[config.mk]
export PLATFORM = sky130hd
export DESIGN_NAME = mem_arbiter
export DESIGN_NICKNAME = d
export VERILOG_FILES = /design/src/rtl/mem_arbiter.sv
export SDC_FILE = /design/constraint.sdc
export NUM_CORES = 1
export LEC_CHECK = 0
export ABC_AREA = 1
export CAP_MARGIN = 20
export CORE_ASPECT_RATIO = 1.1
export CORE_UTILIZATION = 30
export CTS_BUF_LIST = sky130_fd_sc_hd__clkbuf_2
export DETAILED_ROUTE_END_ITERATION = 6
export PLACE_DENSITY = 0.56
export SETUP_SLACK_MARGIN = 0.02
export SYNTH_ARGS = -nofsm -noshare
export SYNTH_HDL_FRONTEND = slang
export SYNTH_SLANG_ARGS = --single-unit
[constraint.sdc]
create_clock -name clk -period 2.9 [get_ports clk]
set_input_delay 0.725 -clock clk [delete_from_list [all_inputs] [get_ports clk]]
set_output_delay 0.725 -clock clk [all_outputs]
set_load 0.03 [all_outputs]
[src/rtl/mem_arbiter.sv]
// Two-port (instruction fetch / load-store) sequencer for a single-port synchronous RAM.
// Define ARB_FAIR_EN to alternate grants under contention; otherwise D has fixed priority over IF.
module mem_arbiter #(
    parameter int ADDR_W = 16,
    parameter int DATA_W = 32,
    parameter int DEPTH  = 16
) (
    input  logic              clk,
    input  logic              rst_n,
    input  logic              if_req,
    input  logic [ADDR_W-1:0] if_addr,
    output logic [DATA_W-1:0] if_rdata,
    output logic              if_valid,
    input  logic              d_req,
    input  logic              d_we,
    input  logic [ADDR_W-1:0] d_addr,
    input  logic [DATA_W-1:0] d_wdata,
    output logic [DATA_W-1:0] d_rdata,
    output logic              d_valid,
    output logic              d_err,
    output logic              stall,
    output logic              ram_en,
    output logic              ram_rw,
    output logic [ADDR_W-1:0] ram_addr,
    output logic [DATA_W-1:0] ram_wdata,
    input  logic [DATA_W-1:0] ram_rdata
);

    typedef enum logic [1:0] {IDLE, ISSUE, WAIT, DONE} state_t;

    state_t              state_q, state_d;
    logic                owner_q, owner_d;       // 1 = D port, 0 = IF port
    logic                we_q, we_d;
    logic                oor_q, oor_d;
    logic                ram_en_q, ram_en_d;
    logic                ram_rw_q, ram_rw_d;
    logic [ADDR_W-1:0]   ram_addr_q, ram_addr_d;
    logic [DATA_W-1:0]   ram_wdata_q, ram_wdata_d;
    logic [DATA_W-1:0]   if_rdata_q, if_rdata_d;
    logic [DATA_W-1:0]   d_rdata_q, d_rdata_d;
    logic                if_valid_q, if_valid_d;
    logic                d_valid_q, d_valid_d;
    logic                d_err_q, d_err_d;
`ifdef ARB_FAIR_EN
    logic                ptr_q, ptr_d;           // last granted port
`endif

    logic                gnt_d_port;
    logic                gnt_any;
    logic                sel_we;
    logic                sel_oor;
    logic [ADDR_W-1:0]   sel_addr;
    logic [DATA_W-1:0]   sel_wdata;
    logic [DATA_W-1:0]   rd_word;

    always_comb begin
`ifdef ARB_FAIR_EN
        if (d_req && if_req) begin
            gnt_d_port = ~ptr_q;
        end else begin
            gnt_d_port = d_req;
        end
`else
        gnt_d_port = d_req;
`endif
        // A completion pulse on the outputs marks the bubble cycle: no grant then.
        gnt_any   = (d_req | if_req) & ~if_valid_q & ~d_valid_q;
        sel_addr  = gnt_d_port ? d_addr : if_addr;
        sel_we    = gnt_d_port & d_we;
        sel_wdata = gnt_d_port ? d_wdata : '0;
        sel_oor   = (sel_addr >= ADDR_W'(DEPTH));
        rd_word   = oor_q ? '0 : ram_rdata;
    end

    always_comb begin
        state_d     = state_q;
        owner_d     = owner_q;
        we_d        = we_q;
        oor_d       = oor_q;
        ram_en_d    = ram_en_q;
        ram_rw_d    = ram_rw_q;
        ram_addr_d  = ram_addr_q;
        ram_wdata_d = ram_wdata_q;
        if_rdata_d  = if_rdata_q;
        d_rdata_d   = d_rdata_q;
        if_valid_d  = 1'b0;
        d_valid_d   = 1'b0;
        d_err_d     = 1'b0;
`ifdef ARB_FAIR_EN
        ptr_d       = ptr_q;
`endif
        case (state_q)
            IDLE: begin
                if (gnt_any) begin
                    owner_d     = gnt_d_port;
                    we_d        = sel_we;
                    oor_d       = sel_oor;
                    ram_en_d    = ~sel_oor;
                    ram_rw_d    = sel_we & ~sel_oor;
                    ram_addr_d  = sel_addr;
                    ram_wdata_d = sel_wdata;
`ifdef ARB_FAIR_EN
                    ptr_d       = gnt_d_port;
`endif
                    state_d     = ISSUE;
                end
            end
            ISSUE: begin
                ram_en_d = 1'b0;
                ram_rw_d = 1'b0;
                state_d  = we_q ? DONE : WAIT;
            end
            WAIT: begin
                if (owner_q) begin
                    d_rdata_d = rd_word;
                end else begin
                    if_rdata_d = rd_word;
                end
                state_d = DONE;
            end
            DONE: begin
                if (owner_q) begin
                    d_valid_d = 1'b1;
                    d_err_d   = oor_q;
                end else begin
                    if_valid_d = 1'b1;
                end
                state_d = IDLE;
            end
            default: state_d = IDLE;
        endcase
    end

    always_ff @(posedge clk or negedge rst_n) begin
        if (!rst_n) begin
            state_q     <= IDLE;
            owner_q     <= 1'b0;
            we_q        <= 1'b0;
            oor_q       <= 1'b0;
            ram_en_q    <= 1'b0;
            ram_rw_q    <= 1'b0;
            ram_addr_q  <= '0;
            ram_wdata_q <= '0;
            if_rdata_q  <= '0;
            d_rdata_q   <= '0;
            if_valid_q  <= 1'b0;
            d_valid_q   <= 1'b0;
            d_err_q     <= 1'b0;
`ifdef ARB_FAIR_EN
            ptr_q       <= 1'b1;
`endif
        end else begin
            state_q     <= state_d;
            owner_q     <= owner_d;
            we_q        <= we_d;
            oor_q       <= oor_d;
            ram_en_q    <= ram_en_d;
            ram_rw_q    <= ram_rw_d;
            ram_addr_q  <= ram_addr_d;
            ram_wdata_q <= ram_wdata_d;
            if_rdata_q  <= if_rdata_d;
            d_rdata_q   <= d_rdata_d;
            if_valid_q  <= if_valid_d;
            d_valid_q   <= d_valid_d;
            d_err_q     <= d_err_d;
`ifdef ARB_FAIR_EN
            ptr_q       <= ptr_d;
`endif
        end
    end

    assign ram_en    = ram_en_q;
    assign ram_rw    = ram_rw_q;
    assign ram_addr  = ram_addr_q;
    assign ram_wdata = ram_wdata_q;
    assign if_rdata  = if_rdata_q;
    assign if_valid  = if_valid_q;
    assign d_rdata   = d_rdata_q;
    assign d_valid   = d_valid_q;
    assign d_err     = d_err_q;
    assign stall     = d_req & ~d_valid_q;

endmodule
* Word-level counts from Yosys, hierarchy flattened *
Cells that the tools add are included.
Widths: inputs -> output; s select.

word-level totals
  input port bits = 101
  bits in registers = 122

cells by class
  order comparisons = 1
  muxes and demuxes = 16
  bitwise logic cells = 10
  reduce and logical (&&, ||, !) cells = 6
  equality and inequality tests = 4

operators with widths
  cell                 number
  $mux 32              2
  $ge 16x5->1 const B  1
  $mux 16              1
  $mux 1               9
  $pmux 2 s4           1
  $reduce_and 2->1     4
  $and 1x1->1          5
  $eq 2x2->1 const B   2
  $not 1->1            4
  $pmux 1 s2           2
  $eq 2x1->1 const B   1
  $logic_not 2->1      1
  $mux 2               1
  $ne 2x2->1 const B   1
  $reduce_bool 2->1    1
  $or 1x1->1           1

* Logic depth before layout (Yosys ltp) *
Gate-level depths: netlist of run 1.

  depth in word-level cells = 6
  gate-level depth with buffers = 11
  depth with buffers taken out = 9

* Worst setup path after synthesis of run 1 *
No wires, ideal clock.

  path kind = input-to-output
  start = in d_req
  end = out stall
  cell stages on the path = 4
  arrival time = 1.408 ns
  path slack = 0.767 ns
  path buffers = 2
  required time = 2.175 ns
  cell sequence = buf_6 -> inv_4 -> buf_6 -> nor2_1

on the way
  word-level cells in the longest chain between the ends = 1

RTL lines
  element          line  source
  start, declared  14    input logic d_req,
  $and 1x1->1      181   assign stall = d_req & ~d_valid_q;
  end, declared    21    output logic stall,

Every way passes these cells.

* Final worst setup path of run 1 *
  start = reg d_valid_q, in the netlist d_valid
  end = out d_valid

RTL lines
  element                 line  source
  start, declared         42    logic d_valid_q, d_valid_d;
  start signal, assigned  164   d_valid_q <= d_valid_d;
  end, declared           19    output logic d_valid,

No word-level cell between the ends.

==> summary.md, run 1 <==
| Metric | Value |
|---|---|
| Largest net degree at the start of global routing | 81 |
| I/O pins | 219 |
| Skew final | 0.02211 ns |
| Setup TNS | 0 ns |
| Post-Syn Area | 0.005275 mm^2 |
| Crit path max fanout | 3 |
| Gpl congestion | 0.7524 |
| GR Util met2 | 25.69% |
| Slowest-stage cell, CP | clkdlybuf4s50_1 |
| Die footprint | 0.01812 mm^2 |
| Crit path DAT | 1.80 ns |
| CP endpoint kind | output port |
| Initial Util | 30.77% |
| Multi-input gate area | 0.001842 mm^2 |
| Setup violations, final | 0 |
| DIE WIDTH | 128.4 um |
| Pwr dens | 1069 mW/mm^2 |
| Number of H-tree levels | 4 |
| Leak | 3.826 nW |
| Setup crit start kind | flip-flop |
| Fillcell total | 1691 |
| Routed vias | 4526 |
| Critical path type | flip-flop to output port |
| DP HPWL | 10050 um |
| Pwr Total | 8.418 mW |
| Status | finished, final reports clean |
| Critical-path cell list | clkdlybuf4s50_1 |
| Final non-filler cell total | 1047 |
| Worst path top cell family by delay | buffers and inverters |
| Post-Place Worst Slack | 0.7394 ns |
| Commonest non-fill, non-tap cells in the layout | nand2_1 (240), clkdlybuf4s50_1 (215), dfrtp_1 (122) |
| Syn Inst Count | 583 |
| Post-CTS Resized | 0 |
| Vias in the first global route | 4481 |
| Wire length per cell | 13.44 um |
| Setup ws final | 0.3723 ns |
| Syn nets | 689 |
| 1st-iter DRT viols | 207 |
| Antenna violations before repair | 0 |
| Max_slew headroom | 58.16% |
| Total gr overflow | 0 |
| Period minus WS final | 2.528 ns |
| First-pass GRT wire length | 22380 um |
| Register bit total from synthesis | 122 |
| Worst-path clk slew | 0.16 ns |
| Chip height | 141.1 um |
| Mapped Avg Cell Area | 9.048 um^2 |
| Nets@finish | 906 |
| VDD IR max | 485.4 uV |
| Global routing met1 resource utilization | 19.94% |
| Hold WC Path Type | flip-flop to flip-flop |
| Placed cells | 1014 |
| Root Driver | clkbuf_2 |
| Storage element area | 0.003053 mm^2 |
| DRT antenna net count | 0 |
| R2r setup slk | 1.10 ns |
| Clk sinks | 122 |
| Share of layout cells above drive strength 1 | 9.717% |
| Switching Fraction | 44.64% |
| Flop pwr share | 33.6% |
| Gr busiest metal | met2 |
| Worst slew pin tran | 0.6276 ns |
| Area Growth Syn to Fin | 49.22% |
| # port buffers | 218 |
| Worst Path Required | 2.17 ns |
| Via density | 4.323 |
| Fmax | 395.6 MHz |
| CTS tree | built |
| GRT Total Usage | 16.19% |
| Clk_lat worst skew | 0.69 ns |
| Hold Buf Count CTS | 1 |
| Antenna diode count | 0 |
| Distinct cells, synth | 22 |
| Met3 Usage GRT | 6.603% |
| Max Cap Viol | 0 |
| Final hold violations | 0 |
| Final wirelength | 14080 um |
| Buf/Inv on CP | 1 |
| Cts bufs inserted | 17 |
| CP max stage delay | 0.69 ns |
| Clock power share | 12.1% |
| Drt drc | 0 |
| Yosys Warn Count | 0 |
| Total core area | 0.01714 mm^2 |
| Worst-case clock buffer depth | 2 |
| Logic pwr share | 54.3% |
| Post-CTS setup buffers | 0 |
| Int Pwr | 4.660 mW |
| RSZ-0062 raised after global routing | false |
| Slew Limit Fails | 0 |
| Switching pwr | 3.758 mW |
| Commonest non-fill, non-tap cell in the layout | nand2_1 |
| FP Rows | 50 |
| Register area share after synthesis | 57.87% |
| Period utilization | 87.16% |
| Drt first pass iters | 5 |
worst register-to-register path, delay by kind of cell (launching register included):
| kind | cells | cell delay [ns] |
|---|---|---|
| buffers and inverters | 3 | 0.60 |
| flip-flops | 1 | 0.45 |
| multiplexers | 1 | 0.42 |
| adder cells (fa/ha/maj) | 1 | 0.18 |
| AND/OR/NAND/NOR | 1 | 0.06 |
kinds of logic (layout without fill, tap and decap cells):
family / count (synthesis) / after routing / share of synthesized area [%]
AND/OR/NAND/NOR: 297 / 297 / 21.63
flip-flops: 122 / 122 / 57.87
buffers and inverters: 76 / 306 / 7.353
AO/OA/AOI/OAI: 51 / 51 / 5.123
multiplexers: 32 / 32 / 6.831
adder cells (fa/ha/maj): 5 / 5 / 1.186
state kept, by name, indices dropped and copies added, names as in the netlist:
signal	cells
d_err	1
d_rdata	32
d_valid	1
if_rdata	32
if_valid	1
oor_q	1
owner_q	1
ram_addr	16
ram_en	1
ram_rw	1
ram_wdata	32
state_q	2
we_q	1
path summary, 6_finish.rpt:
check | startpoint | cells past startpoint | endpoint
min reg2reg | d_rdata[15] | 2 | d_rdata[15]
min in group asynchronous | rst_n | 2 | if_rdata[1]
min | d_rdata[15] | 2 | d_rdata[15]
max in group asynchronous | rst_n | 3 | if_rdata[23]
max | d_valid | 1 | d_valid
max reg2reg | state_q[0] | 6 | if_rdata[5]
stage by stage:
stage                     instance area, um^2  utilization [%]  hold WS (ns)
after global placement                   7640            44.57        0.4621
after CTS                                7871            45.92        0.4474
final                                    7871            45.92        0.5014
after global routing                     7871            45.92        0.4696
after detailed placement                 7640            44.57        0.4653
after floorplan                          5275                -        0.4294
layer usage:
layer  vias to the layer above  wire, um
li1                       2237         -
met1                      2082      6363
met2                       192      6377
met3                        15      1137
met4                         0       197
met5                         -         0
area by class of cell:
type	count	share of cell area (%)
clock buffers	18	1.144
clock inverters	14	1.669
inverters	46	2.225
multi-input cells	385	23.40
flip-flops and latches	122	38.79
well taps	234	3.720
repair buffers	228	29.06
power groups by stage:
stage | clock network (mW) | registers, mW | logic (mW)
floorplan | 0 | 4.14 | 1.42
global placement | 0 | 2.84 | 4.56
detailed placement | 0 | 2.86 | 4.62
finish | 1.02 | 2.82 | 4.57
CTS | 1.08 | 2.84 | 4.63
global route | 1.16 | 2.92 | 4.92
synthesized netlist by cell type:
| cell | instances | area (um^2) |
|---|---|---|
| or2_4 | 1 | 8.760 |
| inv_2 | 1 | 3.750 |
| buf_8 | 1 | 15.01 |
| nand2_1 | 240 | 900.9 |
| nor2_1 | 51 | 191.4 |
| clkbuf_1 | 9 | 33.78 |
| mux2_2 | 32 | 360.4 |
| o21ai_0 | 42 | 210.2 |
| dfrtp_1 | 122 | 3053 |
| o31ai_1 | 3 | 22.52 |
| nand4_1 | 1 | 6.260 |
| nor2_2 | 1 | 6.260 |
| ha_1 | 5 | 62.56 |
| nand3_4 | 1 | 17.52 |
| o21ai_1 | 5 | 25.02 |
| buf_2 | 8 | 40.04 |
| buf_4 | 3 | 22.52 |
| buf_6 | 9 | 101.4 |
| inv_1 | 44 | 165.2 |
| o31ai_2 | 1 | 12.51 |
| inv_4 | 1 | 6.260 |
| nand3_1 | 2 | 10.01 |
Note: power is estimated with default switching activity, not from simulation.
==> run 2, diff against run 1 <==
==> constraint.sdc (replaced) <==
create_clock -name clk -period 2.4 [get_ports clk]
set_input_delay 0.6 -clock clk [delete_from_list [all_inputs] [get_ports clk]]
set_output_delay 0.6 -clock clk [all_outputs]
set_load 0.03 [all_outputs]
==> summary.md, run 2 (synthesis gave the netlist of run 1 again) <==
| Metric | Value |
|---|---|
| Final hold violations | 0 (unchanged) |
| Hold path start | d_req |
| Crit path DAT | 1.50 ns (-0.30 ns) |
| VDD IR max | 519.9 uV (+7.1%) |
| Stages on worst setup path | 1 (unchanged) |
| 1st-iter DRT viols | 291 (+41%) |
| Total core area | 0.01714 mm^2 (unchanged) |
| Worst Path Required | 1.80 ns (-0.37 ns) |
| I/O pins | 219 (unchanged) |
| Setup violations, final | 0 (unchanged) |
| Via density | 4.309 (-0.33%) |
| Total gr overflow | 0 (unchanged) |
| Critical Path Sink | ram_addr[5] |
| Drt first pass iters | 4 (-1) |
| GRT Total Usage | 16.09% (-0.11 points) |
| CP endpoint kind | output port |
| Final wirelength | 13970 um (-0.73%) |
| Clk_lat worst skew | 0.66 ns (-0.03 ns) |
| Reg2reg end | if_rdata[9] |
| DRT antenna net count | 0 (unchanged) |
| Buf/Inv on CP | 1 (unchanged) |
| Worst path top cell family by delay | buffers and inverters |
| Vias in the first global route | 4448 (-0.74%) |
| CP Launch Point | ram_addr[5] |
| Crit path max fanout | 2 (-1) |
| Worst reg2reg startpoint | state_q[0] |
| Cts bufs inserted | 17 (unchanged) |
| Fmax | 475.6 MHz |
| Multi-input gate area | 0.001842 mm^2 (unchanged) |
| Flop pwr share | 34.7% (+1.1 points) |
| Setup TNS | 0 ns (unchanged) |
| Period minus WS final | 2.103 ns |
| Area Growth Syn to Fin | 47.18% |
| Worst-path clk slew | 0.20 ns (+0.04 ns) |
| Switching Fraction | 46.70% (+2.1 points) |
| CTS tree | built |
| Fin Hold WS | 0.3925 ns (-0.1089 ns) |
| Commonest non-fill, non-tap cells in the layout | nand2_1 (240), dfrtp_1 (122), dlygate4sd2_1 (117) |
| Hold WC Path Type | input pin to flip-flop |
| Slowest-stage cell, CP | dlygate4sd2_1 |
| Post-CTS setup buffers | 0 (unchanged) |
| Routed vias | 4511 (-0.33%) |
| Placed cells | 1014 (unchanged) |
| DIE WIDTH | 128.4 um (unchanged) |
| Share of layout cells above drive strength 1 | 10.09% (+0.37 points) |
| Root Driver | clkbuf_2 |
| R2r setup slk | 0.60 ns (-0.50 ns) |
| CP max stage delay | 0.45 ns (-0.24 ns) |
| Critical-path cell list | dlygate4sd2_1 |
| Setup crit start kind | flip-flop |
| Leak | 4.219 nW (+10%) |
| Max Cap Viol | 0 (unchanged) |
| Logic pwr share | 50.9% (-3.4 points) |
| Chip height | 141.1 um (unchanged) |
| # port buffers | 218 (unchanged) |
| First-pass GRT wire length | 22380 um (unchanged) |
| Gpl congestion | 0.7576 (+0.69%) |
| RSZ-0062 raised after global routing | false |
| Storage element area | 0.003053 mm^2 (unchanged) |
| Antenna violations before repair | 0 (unchanged) |
| Clk sinks | 122 (unchanged) |
| Period utilization | 87.61% |
| Clock power share | 14.4% (+2.3 points) |
| Pwr dens | 1253 mW/mm^2 (+17%) |
| Number of H-tree levels | 4 (unchanged) |
| Critical path type | flip-flop to output port |
| Antenna diode count | 0 (unchanged) |
| Max_slew headroom | 57.72% (-0.44 points) |
| Int Pwr | 5.185 mW (+11%) |
| DP HPWL | 9964 um (-0.88%) |
| Worst-case clock buffer depth | 2 (unchanged) |
| Initial Util | 30.77% (unchanged) |
| Drt drc | 0 (unchanged) |
| Largest net degree at the start of global routing | 65 (-20%) |
| Slew Limit Fails | 0 (unchanged) |
| Commonest non-fill, non-tap cell in the layout | nand2_1 |
| Fillcell total | 1731 (+2.4%) |
| Die footprint | 0.01812 mm^2 (unchanged) |
| Final non-filler cell total | 1047 (unchanged) |
| Worst slew pin tran | 0.6342 ns (+0.006601 ns) |
| Status | finished, final reports clean |
| Nets@finish | 906 (unchanged) |
| Wire length per cell | 13.34 um (-0.73%) |
| Switching pwr | 4.542 mW (+21%) |
| Worst r2r path cells | 6 (unchanged) |
| FP Rows | 50 (unchanged) |
| Skew final | 0.03627 ns (+0.01415 ns) |
-- run 2: layer usage --
| layer | GRT usage (%) | part of all wire (%) | up-vias |
|---|---|---|---|
| li1 | - | - | 2245 |
| met1 | 20.49 | 46 | 2067 |
| met2 | 25.46 | 45 | 186 |
| met3 | 5.579 | 7.9 | 13 |
| met4 | 5.201 | 1.1 | 0 |
| met5 | 0 | 0 | - |
-- run 2: power groups by stage --
stage | Sequential (mW) | Combinational, mW | Clock [mW]
5_1_grt | 3.50 | 5.37 | 1.56
3_3_place_gp | 3.44 | 5.53 | 0
3_5_place_dp | 3.45 | 5.59 | 0
2_1_floorplan | 5.00 | 1.72 | 0
4_1_cts | 3.39 | 5.03 | 1.47
6_report | 3.37 | 4.95 | 1.40
-- run 2: area by class of cell --
| class | instances | share of cell area (%) |
|---|---|---|
| flip-flops and latches | 122 | 39.32 |
| clock buffers | 18 | 1.160 |
| well taps | 234 | 3.771 |
| clock inverters | 14 | 2.192 |
| repair buffers | 228 | 27.57 |
| inverters | 46 | 2.256 |
| multi-input cells | 385 | 23.72 |
-- run 2: repair_timing --
item,CTS,global route
endpoints found under the setup margin,117,0
endpoints found under the hold margin,42,0
hold buffers,1,0
resized for setup,117,0
-- run 2: how the worst min path moves through the flow --
| stage | endpoint | cells past startpoint |
|---|---|---|
| floorplan | d_err | 0 |
| global placement | d_rdata[12] | 2 |
| detailed placement | ram_addr[8] | 2 |
| CTS | we_q | 3 |
| global route | we_q | 3 |
| finish | we_q | 3 |
-- run 2: metrics by stage --
| step | worst slack (ns) | instance area, um^2 | power [mW] | util, % |
|---|---|---|---|---|
| floorplan | 0.5166 | 5275 | 6.722 | - |
| global placement | 0.4287 | 7640 | 8.972 | 44.57 |
| detailed placement | 0.3755 | 7640 | 9.042 | 44.57 |
| CTS | 0.1872 | 7764 | 9.887 | 45.29 |
| global route | 0.1330 | 7764 | 10.43 | 45.29 |
| finish | 0.2974 | 7764 | 9.726 | 45.29 |
==> run 3, diff against run 2 <==
--- a/config.mk
+++ b/config.mk
@@ -8,10 +8,10 @@
 export ABC_AREA = 1
 export CAP_MARGIN = 20
 export CORE_ASPECT_RATIO = 1.1
+export CORE_MARGIN = 3
 export CORE_UTILIZATION = 30
 export CTS_BUF_LIST = sky130_fd_sc_hd__clkbuf_2
 export DETAILED_ROUTE_END_ITERATION = 6
-export PLACE_DENSITY = 0.56
 export SETUP_SLACK_MARGIN = 0.02
 export SYNTH_ARGS = -nofsm -noshare
 export SYNTH_HDL_FRONTEND = slang
==> summary.md, run 3 (synthesis gave the netlist of run 1 again) <==
| Metric | Value |
|---|---|
| Status | finished, final reports clean |
| Clk sinks | 122 (unchanged) |
| Switching pwr | 4.568 mW (+0.58%) |
| 1st-iter DRT viols | 193 (-34%) |
| Fillcell total | 1797 (+3.8%) |
| Setup violations, final | 0 (unchanged) |
| Post-CTS setup buffers | 0 (unchanged) |
| Logic pwr share | 51.9% (+1.0 points) |
| Clk_lat worst skew | 0.67 ns (about the same) |
| Buf/Inv on CP | 1 (unchanged) |
| DIE WIDTH | 132.4 um (+3.1%) |
| DP HPWL | 9598 um (-3.7%) |
| Area Growth Syn to Fin | 46.58% |
| Worst-case clock buffer depth | 2 (unchanged) |
| Hold WC Path Type | input pin to flip-flop |
| First-pass GRT wire length | 23200 um (+3.6%) |
| VDD IR max | 542.5 uV (+4.4%) |
| Total core area | 0.01714 mm^2 (unchanged) |
| I/O pins | 219 (unchanged) |
| Die footprint | 0.01921 mm^2 (+6.0%) |
| Max Cap Viol | 0 (unchanged) |
| Top sig layer | met4 |
| Vias in the first global route | 4447 (-0.022%) |
| Met3 WL post-DR | 1173 um (+5.8%) |
| Crit path DAT | 1.57 ns (+0.07 ns) |
| Initial Util | 30.77% (unchanged) |
| Routed wl met2 | 6366 um (+0.35%) |
| Gpl congestion | 0.7423 (-2.0%) |
| Max_slew headroom | 54.30% (-3.4 points) |
| Drt drc | 0 (unchanged) |
| Fmax | 460.4 MHz (-3.2%) |
| Number of H-tree levels | 4 (unchanged) |
| Chip height | 145.1 um (+2.8%) |
| Period utilization | 90.50% (+2.9 points) |
| Commonest non-fill, non-tap cell in the layout | nand2_1 |
| Skew final | 0.02864 ns (-0.007630 ns) |
| Switching Fraction | 47.68% (+0.99 points) |
| Int Pwr | 5.012 mW (-3.3%) |
| Nets@finish | 906 (unchanged) |
| Placed cells | 1014 (unchanged) |
| Clock power share | 13.1% (-1.3 points) |
| Worst Path Required | 1.80 ns (about the same) |
| Setup TNS | 0 ns (unchanged) |
| Slowest-stage cell, CP | dlygate4sd2_1 |
| Flop pwr share | 35.0% (+0.3 points) |
| Worst slew pin tran | 0.6855 ns (+0.05135 ns) |
| GRT Total Usage | 14.98% (-1.1 points) |
| Routed vias | 4445 (-1.5%) |
| Antenna diode count | 0 (unchanged) |
| FP Rows | 50 (unchanged) |
| Cts bufs inserted | 17 (unchanged) |
| RSZ-0062 raised after global routing | false |
| Pwr dens | 1239 mW/mm^2 (-1.1%) |
| Commonest non-fill, non-tap cells in the layout | nand2_1 (240), dfrtp_1 (122), dlygate4sd2_1 (117) |
| Leak | 4.226 nW (+0.16%) |
| # port buffers | 218 (unchanged) |
| Setup crit start kind | flip-flop |
| Critical path type | flip-flop to output port |
| Met1 wire length | 6348 um (-0.25%) |
| Worst path top cell family by delay | buffers and inverters |
| Total gr overflow | 0 (unchanged) |
| Root Driver | clkbuf_2 |
| Share of layout cells above drive strength 1 | 10.21% (+0.12 points) |
| Slew Limit Fails | 0 (unchanged) |
| Via density | 4.245 (-1.5%) |
| Worst-path clk slew | 0.21 ns (about the same) |
| CP max stage delay | 0.48 ns (+0.03 ns) |
| DRT antenna net count | 0 (unchanged) |
| Period minus WS final | 2.172 ns (+0.06939 ns) |
| Final hold violations | 0 (unchanged) |
| Final non-filler cell total | 1047 (unchanged) |
| Critical-path cell list | dlygate4sd2_1 |
| Wire length per cell | 13.42 um (+0.59%) |
| CTS tree | built |
| Crit path max fanout | 3 (+1) |
| Drt first pass iters | 4 (unchanged) |
| Final wirelength | 14050 um (+0.59%) |
| CP endpoint kind | output port |
| Antenna violations before repair | 0 (unchanged) |
| Largest net degree at the start of global routing | 123 (+89%) |
==> run 3: changes by cell type in the layout (fill, tap and decap cells not counted) <==
cell	previous run	this run
inv_8	0	1
clkinv_4	0	7
clkinv_1	1	0
bufinv_16	3	1
clkinv_2	1	3
clkinvlp_4	6	0
clkbuf_2	18	17
==> run 3: per-layer routing <==
layer	vias up	global-route usage, %
li1	2236	-
met1	2021	19.41
met2	174	22.88
met3	14	6.623
met4	0	4.002
met5	-	0
==> run 3: path summary, 6_finish.rpt <==
path | from | endpoint | slack, ns | cells after the start
max | d_valid | d_valid | 0.23 | 1
max reg2reg | state_q[0] | if_rdata[17] | 0.76 | 6
min | d_req | ram_wdata[28] | 0.36 | 3
min in group asynchronous | rst_n | ram_addr[1] | 0.53 | 3
min reg2reg | d_rdata[7] | d_rdata[7] | 0.50 | 2
max in group asynchronous | rst_n | if_rdata[9] | 1.32 | 3
==> run 3: repair_timing <==
action                                  in CTS  in global routing
hold buffers                                 1                  0
hold endpoints to repair                   122                  0
gates resized for setup                    117                  0
endpoints found under the setup margin     117                  0
==> run 3: power by group through the flow <==
stage	combinational [mW]	clock [mW]	sequential, mW
2_1_floorplan	1.72	0	5.00
3_3_place_gp	5.59	0	3.43
3_5_place_dp	5.63	0	3.44
4_1_cts	5.07	1.33	3.37
5_1_grt	5.43	1.43	3.48
6_report	4.97	1.25	3.36
==> run 3: worst reg2reg max path, stage by stage (launching register included) <==
cell	delay, ns
dfrtp_1	0.47
inv_1	0.14
ha_1	0.18
inv_1	0.07
nor2_4	0.10
buf_12	0.22
mux2_2	0.37
==> run 3: area by class of cell <==
type                    count  area [um^2]  area share, %
multi-input cells         385         1842          23.82
flip-flops and latches    122         3053          39.48
well taps                 234        292.8          3.786
clock inverters            15        143.9          1.861
repair buffers            228         2141          27.69
clock buffers              17        85.08          1.100
inverters                  46        175.2          2.265
==> run 3: metrics by stage <==
| step | hold WS (ns) | util [%] | instance area (um^2) | total power, mW | setup slack [ns] |
|---|---|---|---|---|---|
| after floorplan | 0.3044 | - | 5275 | 6.722 | 0.5166 |
| after global placement | 0.4610 | 44.57 | 7640 | 9.018 | 0.3891 |
| after detailed placement | 0.4645 | 44.57 | 7640 | 9.063 | 0.3813 |
| after CTS | 0.2603 | 45.11 | 7732 | 9.765 | 0.09088 |
| after global routing | 0.2642 | 45.11 | 7732 | 10.33 | 0.04872 |
| final | 0.3553 | 45.11 | 7732 | 9.580 | 0.2280 |
